File: src/rtl/seq_prim_pkg.sv
// Shared types and constants for the storage-primitive bank.
// Holds the JK command encoding and the reset value of every stored bit.
package seq_prim_pkg;

  typedef enum logic [1:0] {
    JK_HOLD = 2'b00,
    JK_CLR  = 2'b01,
    JK_SET  = 2'b10,
    JK_TOG  = 2'b11
  } jk_cmd_t;

  localparam logic Q_RESET_VAL = 1'b0;

endpackage

File: src/rtl/jk_cell.sv
// Single-bit JK flip-flop, rising-edge clock, async active-high reset.
module jk_cell
  import seq_prim_pkg::*;
(
  input  logic clock,
  input  logic reset,
  input  logic j_i,
  input  logic k_i,
  output logic q_o
);

  jk_cmd_t cmd;
  logic    state_q;
  logic    state_d;

  assign cmd = jk_cmd_t'({j_i, k_i});

  always_comb begin
    state_d = state_q;
    unique case (cmd)
      JK_HOLD: state_d = state_q;
      JK_CLR:  state_d = 1'b0;
      JK_SET:  state_d = 1'b1;
      JK_TOG:  state_d = ~state_q;
      default: state_d = state_q;
    endcase
  end

  always_ff @(posedge clock or posedge reset) begin
    if (reset) begin
      state_q <= Q_RESET_VAL;
    end else begin
      state_q <= state_d;
    end
  end

  assign q_o = state_q;

endmodule

File: src/rtl/seq_primitives_bank.sv
// SR latch, gated D latch and JK flip-flop bank, WIDTH independent lanes.
// Define SEQ_PRIM_SR_GATE_EN to add the sr_en gate on the SR latch.
module seq_primitives_bank
  import seq_prim_pkg::*;
#(
  parameter int WIDTH = 1
) (
  input  logic             clock,
  input  logic             reset,
`ifdef SEQ_PRIM_SR_GATE_EN
  input  logic             sr_en,
`endif
  input  logic [WIDTH-1:0] sr_set,
  input  logic [WIDTH-1:0] sr_reset,
  output logic [WIDTH-1:0] sr_q,
  output logic [WIDTH-1:0] sr_qnot,
  output logic [WIDTH-1:0] sr_invalid,
  input  logic             d_en,
  input  logic [WIDTH-1:0] d,
  output logic [WIDTH-1:0] d_q,
  output logic [WIDTH-1:0] d_qnot,
  input  logic [WIDTH-1:0] j,
  input  logic [WIDTH-1:0] k,
  output logic [WIDTH-1:0] jk_q,
  output logic [WIDTH-1:0] jk_qnot
);

  logic [WIDTH-1:0] sr_gate;
  logic [WIDTH-1:0] sr_act;
  logic [WIDTH-1:0] sr_both;

`ifdef SEQ_PRIM_SR_GATE_EN
  assign sr_gate = {WIDTH{sr_en}};
`else
  assign sr_gate = {WIDTH{1'b1}};
`endif

  assign sr_act  = (sr_set | sr_reset) & sr_gate;
  assign sr_both = sr_set & sr_reset & sr_gate;

  // Reset masks the forbidden flag so every qnot reads 1 during reset.
  assign sr_invalid = sr_both & {WIDTH{~reset}};
  assign sr_qnot    = ~sr_q & ~sr_invalid;
  assign d_qnot     = ~d_q;
  assign jk_qnot    = ~jk_q;

  for (genvar i = 0; i < WIDTH; i++) begin : g_lane
    logic sr_l;
    logic d_l;

    // Both requests high stores 0, so release from 11 is deterministic.
    always_latch begin
      if (reset) begin
        sr_l <= Q_RESET_VAL;
      end else if (sr_act[i]) begin
        sr_l <= sr_set[i] & ~sr_reset[i];
      end
    end

    always_latch begin
      if (reset) begin
        d_l <= Q_RESET_VAL;
      end else if (d_en) begin
        d_l <= d[i];
      end
    end

    assign sr_q[i] = sr_l;
    assign d_q[i]  = d_l;

    jk_cell u_jk (
      .clock (clock),
      .reset (reset),
      .j_i   (j[i]),
      .k_i   (k[i]),
      .q_o   (jk_q[i])
    );
  end

endmodule

File: config.mk
export PLATFORM = sky130hd
export DESIGN_NAME = seq_primitives_bank
export DESIGN_NICKNAME = d
export VERILOG_FILES = /design/src/rtl/seq_prim_pkg.sv /design/src/rtl/jk_cell.sv /design/src/rtl/seq_primitives_bank.sv
export SDC_FILE = /design/constraint.sdc
export NUM_CORES = 1
export LEC_CHECK = 0
export CAP_MARGIN = 15
export CORE_AREA = 4 4 41 43
export DETAILED_ROUTE_END_ITERATION = 16
export DIE_AREA = 0 0 45 47
export PLACE_DENSITY = 0.46
export SYNTH_ARGS = -nofsm -noshare
export SYNTH_HDL_FRONTEND = slang
export SYNTH_SLANG_ARGS = --single-unit
File: constraint.sdc
create_clock -name clock -period 1.3 [get_ports clock]
set_clock_uncertainty 0.05 [all_clocks]
set_input_delay 0.13 -clock clock [delete_from_list [all_inputs] [get_ports clock]]
set_output_delay 0.13 -clock clock [all_outputs]
set_load 0.01 [all_outputs]
== Word level (Yosys, flattened, before mapping) ==
Cells that the tools add are included.
Word-level totals
  input bits: 8
  output and inout port bits: 7
  bits in latches: 2
  flip-flop bits (word level): 1
  word-level logic and storage cells: 27
Operators by class
  bitwise gates (word level): 11
  equal/unequal tests: 3
  reductions and logical operators: 1
  multiplexer cells: 9
Operator list (count)
  2-to-1 mux 1 bit: 8
  inverter 1 bit: 6
  bitwise AND 1 bit: 4
  == test 2 bit, second input constant: 2
  case mux 1 bit (3 select lines): 1
  == test 2 x 1 -> 1 bit, second input constant: 1
  zero test 2 bit: 1
  bitwise OR 1 bit: 1

== Logic depth before layout (Yosys ltp) ==
Gate-level depths: netlist of run 1.
  depth in word-level cells: 4
  gate-level depth with buffers: 2
  gate-level depth less buffers: 2

== Cells and area by module ==
From an unflattened synthesis of run 1, not the netlist that was laid out.
Second synthesis, totals
  cells, all modules: 14
  area total of the unflattened synthesis: 117.6 um^2
By module, submodules not included
  seq_primitives_bank: area an instance 80.1 um^2, sequential area each 0.0 um^2, times used 1, cells an instance 10
  jk_cell: area an instance 37.5 um^2, sequential area each 25.0 um^2, times used 1, cells an instance 4

==> impl_results.md, run 1 <==
- Status: finished clean
- DRT iter0 DRCs: 1
- Vias/cell: 3.27
- Antenna violations before repair: 0
- Share of the cycle needed by the critical path after routing: approximately 95%
- Rows: 13
- Hold Path Class: input pin to async pin
- Yosys warning count: 0
- CP startpoint: sr_reset
- FILL cells: 153
- First-pass DRT Iterations: 2
- Max cap viols: 0
- Int Power: 0.0933 mW
- Worst path arrival time: 1060 ps
- Die width: 45 µm
- Number of unconstrained endpoints: 5
- Clk Latency, worst-skew pair: 0 ps
- Worst-path fanout max: 3
- Antenna viol nets, final: 0
- Ports: 15
- RePlAce Congestion: 0.627
- Worst r2r src: g_lane[0].u_jk.q_o
- Critical path destination: sr_invalid
- Register share of total power: 37.8%
- Commonest non-fill, non-tap cell in the layout: clkdlybuf4s50_1
- RSZ-0062 raised after global routing: false
- Multi-input gate area: 53.8 µm²
- Clock power share: 0%
- First-pass GRT wire length: 400 µm
- Peak VDD IR: 0.000149 V
- DP HPWL: 313 µm
- Core region area: 1300 µm²
- Final Hold Viols: 0
- Initial core utilization: 9.23%
- GRT overflow: 0
- Die Span Y: 47 µm
- Fin Setup TNS: 0 ps
- Hold_ws: 386 ps
- # diodes: 0
- Final Max Slew Viols: 0
- Net Sw Frac: between 20% and 30%
- Vias in the first global route: about 110
- Count of unclocked register or latch pins: 2
- Layout Nets: 39
- Register area: 55.1 µm²
- Avg WL per Cell: 7.25 µm
- Final Setup Violations: 0
- GR Util All Layers: ~2.4%
- Die ar.: 2120 µm²
- Syn avg cell area: 8.58 µm²
- R2R cell count: 2
- Layout area overhead: 134%
- Clock Pin Slew Worst Setup and Hold Paths: 0 ps
- Comb pwr share: 62.2%
- #FFs+latches synth: 3
- FF-to-FF End: g_lane[0].u_jk.q_o
- Worst setup SP type: input pin
- Kind of critical path: input pin to output port
- DR vias: 144
- Fraction of layout cells with a size suffix above 1: between 20% and 30%
- Most frequent cells in the layout: clkdlybuf4s50_1 (12), inv_1 (3), dlxtp_1 (2)
- Final wirelength: 319 µm
- Critical Path RT: 1120 ps
- Leak pwr: 0.121 nW
- Slew HR: 88.7%
- Yosys cell types: 11
- PortBufs: 14
- Post-Syn Instances: 14
- Slew at the pin with the worst max-slew slack: 170 ps
- PD cells: 440 nW/µm²
- Sw power: 0.0305 mW
- DRC: 0
- Fmax: 0.810 GHz
- Total power: 0.124 mW
- Tmin final: between 1000 and 1500 ps
- Post-Syn Nets: 22
- Crit end category: output port
- Largest net degree at the start of global routing: 6
- R2r setup slk: 590 ps
- Mapped Area: between 100 and 150 µm²
==> synthesized netlist by cell type (all sizes together) <==
master / n / area, µm²
inv: 3 / 11.3
dlxtp: 2 / 30.0
nor2: 2 / 10.0
a21oi: 1 / 5.00
and2b: 1 / 8.76
and3b: 1 / 10.0
dfrtp: 1 / 25.0
nor3b: 1 / 7.51
or2: 1 / 6.26
or3: 1 / 6.26
==> state kept, by name, indices dropped and copies added (netlist names) <==
signal           cells
d_q                  1
g_lane.u_jk.q_o      1
sr_q                 1
==> power groups by stage <==
stage / Sequential (mW) / Combinational, mW / Clock (mW)
after floorplan: 0.0496 / 0.0189 / 0
after global placement: 0.0464 / 0.0803 / 0
after detailed placement: 0.0470 / 0.0812 / 0
after CTS: 0.0470 / 0.0798 / 0
after global routing: 0.0475 / 0.0826 / 0
final: 0.0468 / 0.0770 / 0
==> worst max-delay path: stages <==
cell             delay [ps]
clkdlybuf4s50_1         490
and3b_2                 200
clkdlybuf4s15_1         230
==> cell type report <==
type	instances	share of cell area (%)
timing repair buffer	15	50.7
tap	15	6.67
multi-input combinational	8	19.1
sequential	3	19.6
inverter	3	4.00
==> metrics by stage <==
stage          instances  setup WS, ps  utilization, %  instance area, µm²
2_1_floorplan         14           566               -                 120
3_3_place_gp          44          -300            22.0                 287
3_5_place_dp          44          -301            22.0                 287
4_1_cts               44          14.4            22.0                 287
5_1_grt               44          21.2            21.6                 282
6_report              44          64.9            21.6                 282
==> metal layers <==
layer / track usage [%] / vias to the layer above / routed length (µm)
li1: - / 73 / -
met1: 2.26 / 62 / 94
met2: 5.93 / 9 / 189
met3: 0 / 0 / 35
met4: 0 / 0 / 0
met5: 0 / - / 0
==> what timing repair did <==
action	in CTS	in global routing
hold endpoints to repair	0	0
hold buffers	0	0
setup endpoints to repair	2	2
gates resized for setup	4	2
buffers inserted	0	0
==> worst min path at each step <==
stage                     cells past startpoint   from  slack, ps            endpoint
after floorplan                               1  reset       -190  g_lane[0].u_jk.q_o
after global placement                        3  reset        400  g_lane[0].u_jk.q_o
after detailed placement                      3  reset        400  g_lane[0].u_jk.q_o
after CTS                                     3  reset        400  g_lane[0].u_jk.q_o
after global routing                          3  reset        440  g_lane[0].u_jk.q_o
final                                         3  reset        390  g_lane[0].u_jk.q_o
==> cells by family (layout without fill, tap and decap cells) <==
group | after synthesis | count (layout) | share of synthesized area [%]
latches | 2 | 2 | 25.0
AO/OA/AOI/OAI | 1 | 1 | 4.16
flip-flops | 1 | 1 | 20.8
AND/OR/NAND/NOR | 7 | 7 | 40.6
buffers and inverters | 3 | 18 | 9.37
Power figures use the tool's default switching activity.
==> run 2, diff against run 1 <==
--- a/config.mk
+++ b/config.mk
@@ -9,7 +9,7 @@
 export CORE_AREA = 4 4 41 43
 export DETAILED_ROUTE_END_ITERATION = 16
 export DIE_AREA = 0 0 45 47
-export PLACE_DENSITY = 0.46
+export PLACE_DENSITY = 0.37
 export SYNTH_ARGS = -nofsm -noshare
 export SYNTH_HDL_FRONTEND = slang
 export SYNTH_SLANG_ARGS = --single-unit
==> constraint.sdc (replaced) <==
create_clock -name clock -period 1.25 [get_ports clock]
set_clock_uncertainty 0.05 [all_clocks]
set_input_delay 0.125 -clock clock [delete_from_list [all_inputs] [get_ports clock]]
set_output_delay 0.125 -clock clock [all_outputs]
set_load 0.01 [all_outputs]
==> run 2 against run 1 <==
Against the previous run: sequential share of layout area shrank 0.17 points; die area is the same; flip-flop and latch count is the same; worst setup slack gained 0.73 ps; combinational power grew 6.5%; global-route usage grew 0.80 points; via count shrank 6.9%; final cell count grew 2.3%; power grew 5.2%; core utilization grew 0.19 points; sequential power grew 3%; wire length grew 6.0%.
==> impl_results.md, run 2 (same netlist as run 1, synthesis figures left out) <==
- Tmin final: 1180 ps
- Hold Path Class: input pin to async pin (unchanged)
- Buf/Inv on CP: 2 (unchanged)
- Fin worst setup slack: 65.7 ps (was 64.9 ps)
- Total power: 0.130 mW (was 0.124 mW)
- Worst path arrival time: 1010 ps (was 1060 ps)
- First-pass GRT wire length: 545 µm (was 400 µm)
- Final Max Slew Viols: 0 (unchanged)
- Number of unconstrained endpoints: 5 (unchanged)
- DRT iter0 DRCs: 0 (was 1)
- PortBufs: 14 (unchanged)
- Die width: 45 µm (unchanged)
- Comb pwr share: 63.0% (was 62.2%)
- Status: finished clean (unchanged)
- Die Span Y: 47 µm (unchanged)
- Avg WL per Cell: 7.51 µm (was 7.25 µm)
- Ports: 15 (unchanged)
- Crit path max-delay family: buffers and inverters (unchanged)
- Antenna violations before repair: 0 (unchanged)
- Rows: 13 (unchanged)
- Final Setup Violations: 0 (unchanged)
- Vias/cell: 2.98 (was 3.27)
- Kind of critical path: input pin to output port (unchanged)
- Largest net degree at the start of global routing: 6 (unchanged)
- Max stage delay on crit path: 460 ps (was 490 ps)
- Most frequent cells in the layout: clkdlybuf4s50_1 (12), inv_1 (3), dlxtp_1 (2), buf_4 (2) (was clkdlybuf4s50_1 (12), inv_1 (3), dlxtp_1 (2))
- First-pass DRT Iterations: 1 (was 2)
- Critical Path RT: 1080 ps (was 1120 ps)
- Net Sw Frac: 24.5% (was 24.7%)
- Clock power share: 0% (about the same)
- Slew HR: 88.7% (about the same)
- Final wirelength: 338 µm (was 319 µm)
- Area post-placement: 294 µm² (was 287 µm²)
- Max cap viols: 0 (unchanged)
- Fraction of layout cells with a size suffix above 1: 26.7% (was 20.7%)
- DRC: 0 (unchanged)
- Die ar.: 2120 µm² (unchanged)
- Int Power: 0.0983 mW (was 0.0933 mW)
- Peak VDD IR: 0.000135 V (was 0.000149 V)
- PD cells: 459 nW/µm² (was 440 nW/µm²)
- Sw power: 0.0319 mW (was 0.0305 mW)
- Layout Nets: 40 (was 39)
- Commonest non-fill, non-tap cell in the layout: clkdlybuf4s50_1 (unchanged)
- Vias in the first global route: 133 (was 109)
- RePlAce Congestion: 0.601 (was 0.627)
- Postcts setup bufs: 0 (unchanged)
- Worst-path fanout max: 2 (was 3)
- DR vias: 134 (was 144)
- Fmax: 0.844 GHz
- GR Util All Layers: 3.24% (was 2.44%)
- Register share of total power: 37.0% (was 37.8%)
- Share of the cycle needed by the critical path after routing: 94.7%
- RSZ-0062 raised after global routing: false (unchanged)
- CP Cell Sequence: clkdlybuf4s50_1, and3b_2, nor2_2, buf_2 (was clkdlybuf4s50_1, and3b_2, clkdlybuf4s15_1)
- Setup WS pre-CTS: -350 ps (was -301 ps)
- Final Hold Viols: 0 (unchanged)
- Critical path's slowest cell: clkdlybuf4s50_1 (unchanged)
- Clock Pin Slew Worst Setup and Hold Paths: 0 ps (about the same)
- Worst setup SP type: input pin (unchanged)
- Antenna viol nets, final: 0 (unchanged)
- Initial core utilization: 9.23% (unchanged)
- Clk Latency, worst-skew pair: 0 ps (about the same)
- # diodes: 0 (unchanged)
- Leak pwr: 0.126 nW (was 0.121 nW)
- Hold_ws: 377 ps (was 386 ps)
- GRT overflow: 0 (unchanged)
- # hold bufs at CTS: 0 (unchanged)
- Count of unclocked register or latch pins: 2 (unchanged)
- Core region area: 1300 µm² (unchanged)
- Fin Setup TNS: 0 ps (unchanged)
- Slew at the pin with the worst max-slew slack: 168 ps (was 170 ps)
- Fin area: 284 µm² (was 282 µm²)
- Layout area overhead: 136% (was 134%)
- Crit end category: output port (unchanged)
[run 2: changes by cell type in the layout (fill, tap and decap cells not counted)]
cell	delta
clkbuf_2	+1
clkdlybuf4s15_1	-1
buf_4	+1
[run 2: layout make-up]
class                   instances  area, µm²
fillers                       146       1020
inverters                       3       11.3
multi-input cells               8       53.8
flip-flops and latches          3       55.1
well taps                      15       18.8
repair buffers                 16        145
[run 2: power by group through the flow]
stage               clock network [mW]  logic (mW)  registers, mW
global route                         0      0.0900         0.0499
floorplan                            0      0.0197         0.0516
finish                               0      0.0820         0.0483
detailed placement                   0      0.0865         0.0486
global placement                     0      0.0866         0.0482
CTS                                  0      0.0840         0.0486
[run 2: final timing paths]
kind | from | endpoint | slack (ps) | depth (start not counted)
min in group clock | g_lane[0].u_jk.q_o | g_lane[0].u_jk.q_o | 430 | 1
max in group asynchronous | reset | g_lane[0].u_jk.q_o | 680 | 3
min reg2reg | g_lane[0].u_jk.q_o | g_lane[0].u_jk.q_o | 430 | 1
max | reset | sr_qnot | 70 | 4
max reg2reg | g_lane[0].u_jk.q_o | g_lane[0].u_jk.q_o | 540 | 2
min | reset | g_lane[0].u_jk.q_o | 380 | 3
[run 2: worst register-to-register path: stages (launching register included)]
cell     delay [ps]
dfrtp_1         380
nor2_1          110
a21oi_1          50
[run 2: stage by stage]
stage               cells  utilization [%]
global route           45             21.8
global placement       45             22.6
finish                 45             21.8
detailed placement     45             22.6
CTS                    45             22.2
floorplan              14                -
[run 2: what timing repair did]
action                                  CTS  global route
endpoints found under the hold margin     0             0
endpoints found under the setup margin    2             1
resized for setup                         6             1
pin swaps                                 0             0
[run 2: metal layers]
metal	global-route usage, %	wire, µm	up-vias
met5	0	0	-
li1	-	-	75
met3	1.15	88	0
met4	0	0	0
met1	4.33	160	45
met2	5.37	89	14
